File: src/rtl/instr_prefetch.sv
// ---------------------------------------------------------------------------
// instr_prefetch
//   Instruction fetch stage sitting directly in front of the execute core.
//   Issues single-word reads on a req/ack memory bus (at most one outstanding),
//   buffers the returned words with their PCs in a small FIFO, and hands them
//   to the core over a valid/ready interface. A redirect (taken branch/jump)
//   flushes the buffer and restarts fetch at a new word address.
//
// Parameters
//   DEPTH     FIFO entries (power of two, >= 2)
//   RESET_PC  first fetch word address after reset
//
// Ports
//   clock          in   single clock, all state changes on posedge
//   reset          in   synchronous, active-low reset
//   mem_req        out  read request to memory
//   mem_addr       out  word address of the current request
//   mem_ack        in   memory returns mem_rdata for the current request
//   mem_rdata      in   returned instruction word (used when mem_req & mem_ack)
//   instr          out  instruction at FIFO head (0 when empty)
//   instr_pc       out  word address of instr (0 when empty)
//   instr_valid    out  FIFO head is valid
//   instr_ready    in   core takes the head this cycle
//   redirect       in   flush and restart fetch
//   redirect_addr  in   new fetch address, used when redirect=1
// ---------------------------------------------------------------------------
module instr_prefetch #(
    parameter int unsigned DEPTH    = 4,
    parameter logic [31:0] RESET_PC = 32'h0000_0000
) (
    input  logic        clock,
    input  logic        reset,
    output logic        mem_req,
    output logic [31:0] mem_addr,
    input  logic        mem_ack,
    input  logic [31:0] mem_rdata,
    output logic [31:0] instr,
    output logic [31:0] instr_pc,
    output logic        instr_valid,
    input  logic        instr_ready,
    input  logic        redirect,
    input  logic [31:0] redirect_addr
);

    localparam int unsigned PTR_W = $clog2(DEPTH);
    localparam int unsigned CNT_W = PTR_W + 1;
    localparam logic [CNT_W-1:0] DEPTH_C = CNT_W'(DEPTH);

    typedef enum logic [1:0] {
        S_IDLE    = 2'd0,
        S_REQ     = 2'd1,
        S_DISCARD = 2'd2
    } state_t;

    state_t           state_q, state_d;
    logic [31:0]      mem_addr_q, mem_addr_d;
    logic [31:0]      fetch_pc_q, fetch_pc_d;
    logic [PTR_W-1:0] wr_ptr_q, wr_ptr_d;
    logic [PTR_W-1:0] rd_ptr_q, rd_ptr_d;
    logic [CNT_W-1:0] count_q, count_d;
    logic [CNT_W-1:0] count_after;

    logic [31:0] data_mem [DEPTH];
    logic [31:0] pc_mem   [DEPTH];

    logic push;
    logic pop;
    logic credit;

    // A redirect voids both the pop and the push of its cycle.
    always_comb begin
        pop         = instr_valid & instr_ready & ~redirect;
        push        = (state_q == S_REQ) & mem_ack & ~redirect;
        count_after = count_q + CNT_W'(push) - CNT_W'(pop);
        // A new request is only launched when the word it returns is
        // guaranteed a slot, so the outstanding word never overflows.
        credit      = (count_after < DEPTH_C);
    end

    always_comb begin
        state_d    = state_q;
        mem_addr_d = mem_addr_q;
        fetch_pc_d = fetch_pc_q;
        count_d    = count_after;
        wr_ptr_d   = wr_ptr_q + PTR_W'(push);
        rd_ptr_d   = rd_ptr_q + PTR_W'(pop);

        if (redirect) begin
            count_d    = '0;
            wr_ptr_d   = '0;
            rd_ptr_d   = '0;
            fetch_pc_d = redirect_addr;
            case (state_q)
                S_IDLE: begin
                    state_d    = S_REQ;
                    mem_addr_d = redirect_addr;
                end
                S_REQ, S_DISCARD: begin
                    if (mem_ack) begin
                        // The outstanding word completes now and is dropped,
                        // so the bus is free to go straight to the target.
                        state_d    = S_REQ;
                        mem_addr_d = redirect_addr;
                    end else begin
                        // Request still pending: keep the old address on the
                        // bus until it completes, then throw the data away.
                        state_d = S_DISCARD;
                    end
                end
                default: state_d = S_IDLE;
            endcase
        end else begin
            case (state_q)
                S_IDLE: begin
                    if (credit) begin
                        state_d    = S_REQ;
                        mem_addr_d = fetch_pc_q;
                    end
                end
                S_REQ: begin
                    if (mem_ack) begin
                        fetch_pc_d = mem_addr_q + 32'd1;
                        mem_addr_d = mem_addr_q + 32'd1;
                        if (!credit) begin
                            state_d = S_IDLE;
                        end
                    end
                end
                S_DISCARD: begin
                    // FIFO is empty here (flushed by the redirect), so the
                    // target can be issued immediately.
                    if (mem_ack) begin
                        state_d    = S_REQ;
                        mem_addr_d = fetch_pc_q;
                    end
                end
                default: state_d = S_IDLE;
            endcase
        end
    end

    always_ff @(posedge clock) begin
        if (!reset) begin
            state_q    <= S_IDLE;
            mem_addr_q <= RESET_PC;
            fetch_pc_q <= RESET_PC;
            count_q    <= '0;
            wr_ptr_q   <= '0;
            rd_ptr_q   <= '0;
        end else begin
            state_q    <= state_d;
            mem_addr_q <= mem_addr_d;
            fetch_pc_q <= fetch_pc_d;
            count_q    <= count_d;
            wr_ptr_q   <= wr_ptr_d;
            rd_ptr_q   <= rd_ptr_d;
        end
    end

    // Storage is not reset; outputs are masked while the FIFO is empty.
    always_ff @(posedge clock) begin
        if (reset && push) begin
            data_mem[wr_ptr_q] <= mem_rdata;
            pc_mem[wr_ptr_q]   <= mem_addr_q;
        end
    end

    always_comb begin
        mem_req     = (state_q != S_IDLE);
        mem_addr    = mem_addr_q;
        instr_valid = (count_q != '0);
        instr       = instr_valid ? data_mem[rd_ptr_q] : 32'h0;
        instr_pc    = instr_valid ? pc_mem[rd_ptr_q]   : 32'h0;
    end

endmodule

File: config.mk
export PLATFORM = sky130hd
export DESIGN_NAME = instr_prefetch
export DESIGN_NICKNAME = d
export VERILOG_FILES = /design/src/rtl/instr_prefetch.sv
export SDC_FILE = /design/constraint.sdc
export NUM_CORES = 1
export LEC_CHECK = 0
export ABC_AREA = 1
export ABC_CLOCK_PERIOD_IN_PS = 11610
export CELL_PAD_IN_SITES_DETAIL_PLACEMENT = 1
export CELL_PAD_IN_SITES_GLOBAL_PLACEMENT = 2
export CORE_UTILIZATION = 38
export CTS_CLUSTER_SIZE = 8
export DETAILED_ROUTE_END_ITERATION = 12
export PLACE_DENSITY_LB_ADDON = 0.25
export SYNTH_ARGS = -nofsm -noshare
export SYNTH_HDL_FRONTEND = slang
export SYNTH_SLANG_ARGS = --single-unit
export TNS_END_PERCENT = 10
File: constraint.sdc
create_clock -name clock -period 11.61 [get_ports clock]
set_input_delay 2.322 -clock clock [delete_from_list [all_inputs] [get_ports clock]]
set_output_delay 2.322 -clock clock [all_outputs]
set_load 0.005 [all_outputs]
==> results.md, run 1 <==
- Outcome: finished, final reports clean
- GR Overflow Total: 0
- Num ports: 167
- Sequential element share of the synthesized area: 62.8%
- CTS tree: yes
- Final hold violation count: 0
- Total GRT Usage: 22.6%
- Critical Path Slowest Stage Cell: nand2_2
- Synth Register Bits: 329
- Hpwl dp: 25800 µm
- First-pass GRT wire length: 67100 µm
- Critical path endpoint category: flip-flop
- Number of global-route vias before repair: 11900
- Critical path, cell by cell: clkdlybuf4s50_1 -> nand2_1 -> nor2_2 -> buf_4 -> inv_1 -> xor2_1 -> ha_1 -> fa_1 -> inv_1 -> nand2_1 -> nand3_1 -> nand2_1 -> nand2_1 -> nand2_1 -> nand2_2 -> nand2_2 -> nand2_1 -> nand2_1 -> nor2_1
- I/O Buffers: 166
- Clock slew at reported path FFs: 0.05 ns
- DIE AREA: 39100 µm²
- R2r setup slk: 6.74 ns
- Layout Area Growth over Synthesis: 23.0%
- Slew Viols, Final: 0
- CTS Buf Count: 47
- Share of cells above drive strength 1: 5.76%
- Power per cell area: 159 nW/µm²
- Crit share post-route: 52.5%
- H-tree lvl count: 2
- DRT iter0 DRCs: 484
- Library cells used by synthesis: 35
- Synth Net Count: 1634
- DRC: 0
- Worst Max-Slew Pin Slew: 1.09 ns
- Antenna cells: 0
- Core Area: 37700 µm²
- Peak supply drop: 0.0000996 V
- Fin nets: 1779
- Worst Setup Path Type: in -> reg
- Crit-path most repeated cell: nand2_1
- Critical path's largest stage delay: 0.70 ns
- EDFF count, synth: 256
- Tmin final: 6.10 ns
- RSZ-0062 raised after global routing: no
- Synth async-reset ratio: 0%
- Endpoints failing setup: 0
- Pleak: 0.00638 µW
- Worst path bufs/invs: 4
- Worst EP arrival: 6.59 ns
- Clock Path Buffers: 3
- Largest net degree at the start of global routing: 113
- Hold slack: 0.473 ns
- Slew HR: 27.3%
- Routed Antenna Nets: 0
- Die Y-Extent: 198 µm
- Clock skew: 0.0208 ns
- Post-CTS sizing: 0
- Detailed Routing Iterations Pass 1: 5
- Via/cell ratio: 5.13
- Total setup buffers inserted after CTS: 0
- Clk Tree Root Cell: clkbuf_16
- Initial antenna violation count: 0
- Clock Sinks: 329
- Cell Rows: 71
- Routed via count: 11400
- GPL Wtd Cong: 0.747
- Hold_buf cts: 0
- Cell family with most CP delay: simple AND/OR/NAND/NOR gates
- CP required: 12.10 ns
- Gate count of the mapped netlist: 1557
- Die X-Extent: 198 µm
- WL/cell: 19.6 µm
- Hold Path Class: reg -> reg
- Synthesized area per cell: 9.35 µm²
- Worst skew pair latency: 0.55 ns
- Initial Util: 38.6%
- CP max FO: 35
- Final design utilization: 47.5%
- Main flop type after synthesis: edfxtp_1
- Worst Setup Start Kind: primary input
- Max-Cap Viols: 0
- Drt total wl: 43800 µm
- Post-synthesis cell area: 14600 µm²
- Synth warn: 0
- Peak Freq: 164 MHz
- Setup TNS: 0 ns
[worst reg2reg max path: cells and delay by family (launching register included)]
family	cells	cell delay (ns)
fa+ha+maj	3	0.72
xor+xnor	1	0.21
simple gates	12	2.30
buf+inv	5	1.27
flops	1	0.33
[state kept, by name (all words and copies together), names as in the netlist]
name        count
data_mem      128
state_q         2
count_q         3
pc_mem        128
wr_ptr_q        2
rd_ptr_q        2
fetch_pc_q     32
mem_addr       32
[cell families (layout without fill, tap and decap cells)]
logic type	after synthesis	after routing	share of synthesized area, %
adders and majority gates	8	8	0.739
DFF	329	329	62.8
xor gates and xnor gates	7	7	0.421
and+or+nand+nor	737	737	20.3
AOI/OAI and AO/OA	313	313	11.2
buffers and inverters	163	325	4.51
[worst paths after layout]
kind | startpoint | end | depth (start not counted)
hold / removal | fetch_pc_q[2]$_SDFFE_PN0P_ | fetch_pc_q[2]$_SDFFE_PN0P_ | 2
setup reg to reg | state_q[1]$_SDFFE_PN0P_ | mem_addr[12]$_SDFFE_PN0P_ | 21
hold reg to reg | fetch_pc_q[2]$_SDFFE_PN0P_ | fetch_pc_q[2]$_SDFFE_PN0P_ | 2
setup / recovery | mem_ack | mem_addr[12]$_SDFFE_PN0P_ | 19
[cell usage in the layout, fill, tap and decap left out, types with 2 or more instances in the layout]
cell type / synthesis / routed
buf_4: 1 / 14
clkdlybuf4s50_1: 0 / 165
nand2_2: 5 / 5
xor2_1: 5 / 5
clkbuf_16: 0 / 47
clkinv_1: 2 / 2
nor2_1: 384 / 384
nand3b_1: 2 / 2
nand2_4: 2 / 2
inv_1: 73 / 72
a31oi_1: 14 / 14
dfxtp_1: 73 / 71
nor3_2: 0 / 4
inv_6: 0 / 3
nand3_1: 74 / 74
nor2_2: 7 / 6
a21oi_1: 129 / 129
xnor2_1: 2 / 2
clkbuf_1: 40 / 14
inv_2: 4 / 4
o31ai_1: 2 / 2
o21ai_1: 3 / 3
nand2_1: 253 / 253
nor2_4: 5 / 6
o21a_1: 3 / 3
o21ai_0: 156 / 156
edfxtp_1: 256 / 256
ha_1: 7 / 7
[where the power goes]
| part | leakage [µW] | total (µW) | switching, µW | internal, µW |
|---|---|---|---|---|
| clock | 0.000617 | 1220 | 487 | 735 |
| combinational | 0.00283 | 258 | 149 | 109 |
| sequential | 0.00293 | 1370 | 56.1 | 1310 |
| total | 0.00638 | 2850 | 692 | 2160 |
[area by class of cell]
class | instances | area [µm²]
clock inverter | 4 | 33.8
timing repair buffer | 180 | 1760
sequential | 329 | 9150
inverter | 79 | 298
clock buffer | 62 | 1240
multi-input combinational | 1065 | 4780
fill | 4302 | 19800
tap | 511 | 639
[metal layers]
layer	track usage, %	share of wire [%]
met1	29.0	45
met4	6.55	1.9
met3	3.71	4.0
met2	39.3	49
met5	0	0
[through the flow]
step                      cell area (µm²)  setup WS (ns)  power [µW]  cells
after CTS                           17900           5.48        2880   2230
final                               17900           5.51        2850   2230
after global placement              16600           5.07        1640   2164
after detailed placement            16600           4.93        1650   2164
after floorplan                     14600           3.78        1510   1557
after global routing                17900           5.14        2950   2230
[cell usage after synthesis (all sizes together) (2+ instances only)]
cell type | number | share of area [%]
o21ai | 159 | 5.5
buf | 44 | 1.4
inv | 77 | 2.0
a21oi | 130 | 4.5
o31ai | 2 | 0.10
nand3b | 2 | 0.10
clkbuf | 40 | 1.0
clkinv | 2 | 0.052
edfxtp | 256 | 53
o21a | 3 | 0.15
nand2 | 260 | 6.9
nor2 | 396 | 11
ha | 7 | 0.60
xnor2 | 2 | 0.12
xor2 | 5 | 0.30
nor3 | 4 | 0.14
dfxtp | 73 | 10
nand3 | 74 | 2.5
a31oi | 14 | 0.60
Note: power is estimated with default switching activity, not from simulation.
==> inputs of run 2 (changes only) <==
ABC_CLOCK_PERIOD_IN_PS = 5000   (was 11610)
CORE_UTILIZATION = 32   (was 38)
clock period = 5 ns   (was 11.61 ns; I/O delays follow)
==> run 2 against run 1 <==
Effect of this change: via count increased by 0.48%; sequential share of layout area shrank 0.82 points; routed wire length increased by 4.0%; global-route usage down 3.0 points; setup slack worse by 4.4 ns; clock-buffer cell count rose by 12; clock power grew 140%; design area rose by 1.6%; flip-flop and latch count did not move; critical endpoint is now instr_pc[21]; worst hold slack worse by 0.0047 ns.
==> results.md, run 2 (synthesis results as in run 1) <==
- Outcome: finished, final reports clean
- Worst Setup Path Type: reg -> out
- GR Overflow Total: 0 (unchanged)
- P_sw: 1620 µW (+130%)
- Total GRT Usage: 19.6% (-3.0 points)
- Num ports: 167 (unchanged)
- Slew HR: 34.8% (+7.6 points)
- Peak Freq: 260 MHz
- Final hold violation count: 0 (unchanged)
- Fin nets: 1787 (+0.45%)
- Die X-Extent: 215 µm (+8.9%)
- Clock skew: 0.0234 ns (+0.00261 ns)
- Die Y-Extent: 215 µm (+8.9%)
- R2r setup slk: 1.43 ns (-5.31 ns)
- Reg power frac: 47.3% (-0.7 points)
- Routed Antenna Nets: 0 (unchanged)
- CP required: 4.00 ns (-8.10 ns)
- Via/cell ratio: 4.94 (-3.7%)
- Top Registers: data_mem x128, pc_mem x128
- Hold Startpoint: fetch_pc_q[2]$_SDFFE_PN0P_
- Reg2Reg Depth: 19 (-9.5%)
- CP max FO: 88 (+150%)
- Critical path endpoint category: primary output
- Commonest cells after routing, fill and taps aside: nor2_1, edfxtp_1, nand2_1, clkdlybuf4s50_1, o21ai_0
- Worst skew pair latency: 0.56 ns (about the same)
- Worst Max-Slew Pin Slew: 0.976 ns (-0.115 ns)
- Final design utilization: 40.9% (-6.7 points)
- Pleak: 0.00646 µW (+1.2%)
- WL/cell: 19.5 µm (-0.39%)
- First-pass GRT wire length: 69500 µm (+3.6%)
- Crit share post-route: 77.0%
- Max-Cap Viols: 0 (unchanged)
- I/O Buffers: 166 (unchanged)
- Total setup buffers inserted after CTS: 0 (unchanged)
- Place WS: 0.889 ns (-4.04 ns)
- Clock Sinks: 329 (unchanged)
- Share of cells above drive strength 1: 6.11% (+0.35 points)
- Combinational power share: 9.1% (about the same)
- Detailed Routing Iterations Pass 1: 5 (unchanged)
- Slew Viols, Final: 0 (unchanged)
- End point of the worst hold path: fetch_pc_q[2]$_SDFFE_PN0P_
- Hold Path Class: reg -> reg
- R2r startpoint: state_q[1]$_SDFFE_PN0P_
- H-tree lvl count: 2 (unchanged)
- Antenna cells: 0 (unchanged)
- RR Endpoint: mem_addr[20]$_SDFFE_PN0P_
- Clk Tree Root Cell: clkbuf_16
- Post-CTS sizing: 0 (unchanged)
- Worst EP arrival: 2.85 ns (-3.74 ns)
- Tmin final: 3.85 ns
- Filler cells: 5011 (+16%)
- Initial antenna violation count: 0 (unchanged)
- Largest net degree at the start of global routing: 89 (-21%)
- Hold_buf cts: 0 (unchanged)
- Clock slew at reported path FFs: 0.05 ns (about the same)
- Cell Int Power: 5100 µW (+140%)
- Peak supply drop: 0.000196 V (+97%)
- Routed via count: 11500 (+0.48%)
- Number of global-route vias before repair: 11900 (+0.34%)
- GPL Wtd Cong: 0.760 (+1.7%)
- Most common cell after layout, fill and taps aside: nor2_1
- Layout Area Growth over Synthesis: 25.0%
- Clock group share of total power: 43.5% (+0.6 points)
- DIE AREA: 46300 µm² (+19%)
- DRT iter0 DRCs: 392 (-19%)
- Cell Rows: 77 (+8.5%)
- Initial Util: 32.7% (-5.9 points)
- Core Area: 44500 µm² (+18%)
- CTS Buf Count: 47 (unchanged)
- Final setup margin: 1.15 ns (-4.36 ns)
- Worst Setup Start Kind: flip-flop
- DRC: 0 (unchanged)
- Drt total wl: 45500 µm (+4.0%)
- CTS tree: yes
- Sw frac: 24.1% (-0.23 points)
- RSZ-0062 raised after global routing: no
- Endpoints failing setup: 0 (unchanged)
- Hpwl dp: 27700 µm (+7.4%)
- Power per cell area: 369 nW/µm² (+130%)
- Hold path depth: 2 (unchanged)
- Clock Path Buffers: 3 (unchanged)
## run 2: power by group through the flow
stage / Combinational [µW] / Clock (µW) / Sequential (µW)
after global routing: 682 / 3120 / 3190
after floorplan: 329 / 0 / 3170
final: 614 / 2920 / 3180
after global placement: 606 / 0 / 3230
after CTS: 620 / 3010 / 3180
after detailed placement: 617 / 0 / 3230
## run 2: worst max-delay path, stage by stage (launching register included)
cell and delay, ns:
dfxtp_4 0.67, buf_12 0.39, nor2_1 0.11, nor2_1 0.10, o21ai_0 0.10, a21oi_1 0.28, clkdlybuf4s50_1 0.57
## run 2: area by class of cell
class	instances	area (µm²)	area share, %
sequential	329	9150	50.3
inverter	79	299	1.64
multi-input combinational	1065	4770	26.2
tap	592	741	4.07
clock buffer	74	1330	7.31
clock inverter	1	5.00	0.0275
timing repair buffer	188	1900	10.4
## run 2: metrics by stage
| step | TNS [ns] | std cells | power [µW] | hold WS (ns) | area, µm² |
|---|---|---|---|---|---|
| 2_1_floorplan | -386.67 | 1557 | 3500 | 0.446 | 14600 |
| 6_report | 0 | 2328 | 6720 | 0.468 | 18200 |
| 4_1_cts | 0 | 2328 | 6810 | 0.469 | 18200 |
| 5_1_grt | 0 | 2328 | 6990 | 0.506 | 18200 |
| 3_5_place_dp | 0 | 2253 | 3850 | 0.461 | 16900 |
| 3_3_place_gp | 0 | 2253 | 3830 | 0.456 | 16900 |
## run 2: worst max-delay path by stage
stage                                      start                         to  slack, ns  cells after the start
after detailed placement                 mem_ack  mem_addr[20]$_SDFFE_PN0P_       0.89                     18
final                     rd_ptr_q[0]$_SDFF_PP0_               instr_pc[21]       1.15                      6
after CTS                 rd_ptr_q[0]$_SDFF_PP0_               instr_pc[17]       1.06                      6
after global placement                   mem_ack  mem_addr[31]$_SDFFE_PN0P_        1.0                     20
after floorplan                            reset   data_mem[0][0]$_DFFE_PP_      -1.51                      4
after global routing      rd_ptr_q[0]$_SDFF_PP0_               instr_pc[17]       0.96                      6
## run 2: per-layer routing
| layer | routed length, µm | global-route usage, % | up-vias | part of all wire [%] |
|---|---|---|---|---|
| li1 | - | - | 5548 | - |
| met4 | 942 | 6.05 | 0 | 2.1 |
| met3 | 1710 | 2.90 | 61 | 3.7 |
| met1 | 20700 | 25.5 | 5665 | 46 |
| met2 | 22100 | 33.6 | 226 | 49 |
| met5 | 0 | 0 | - | 0 |
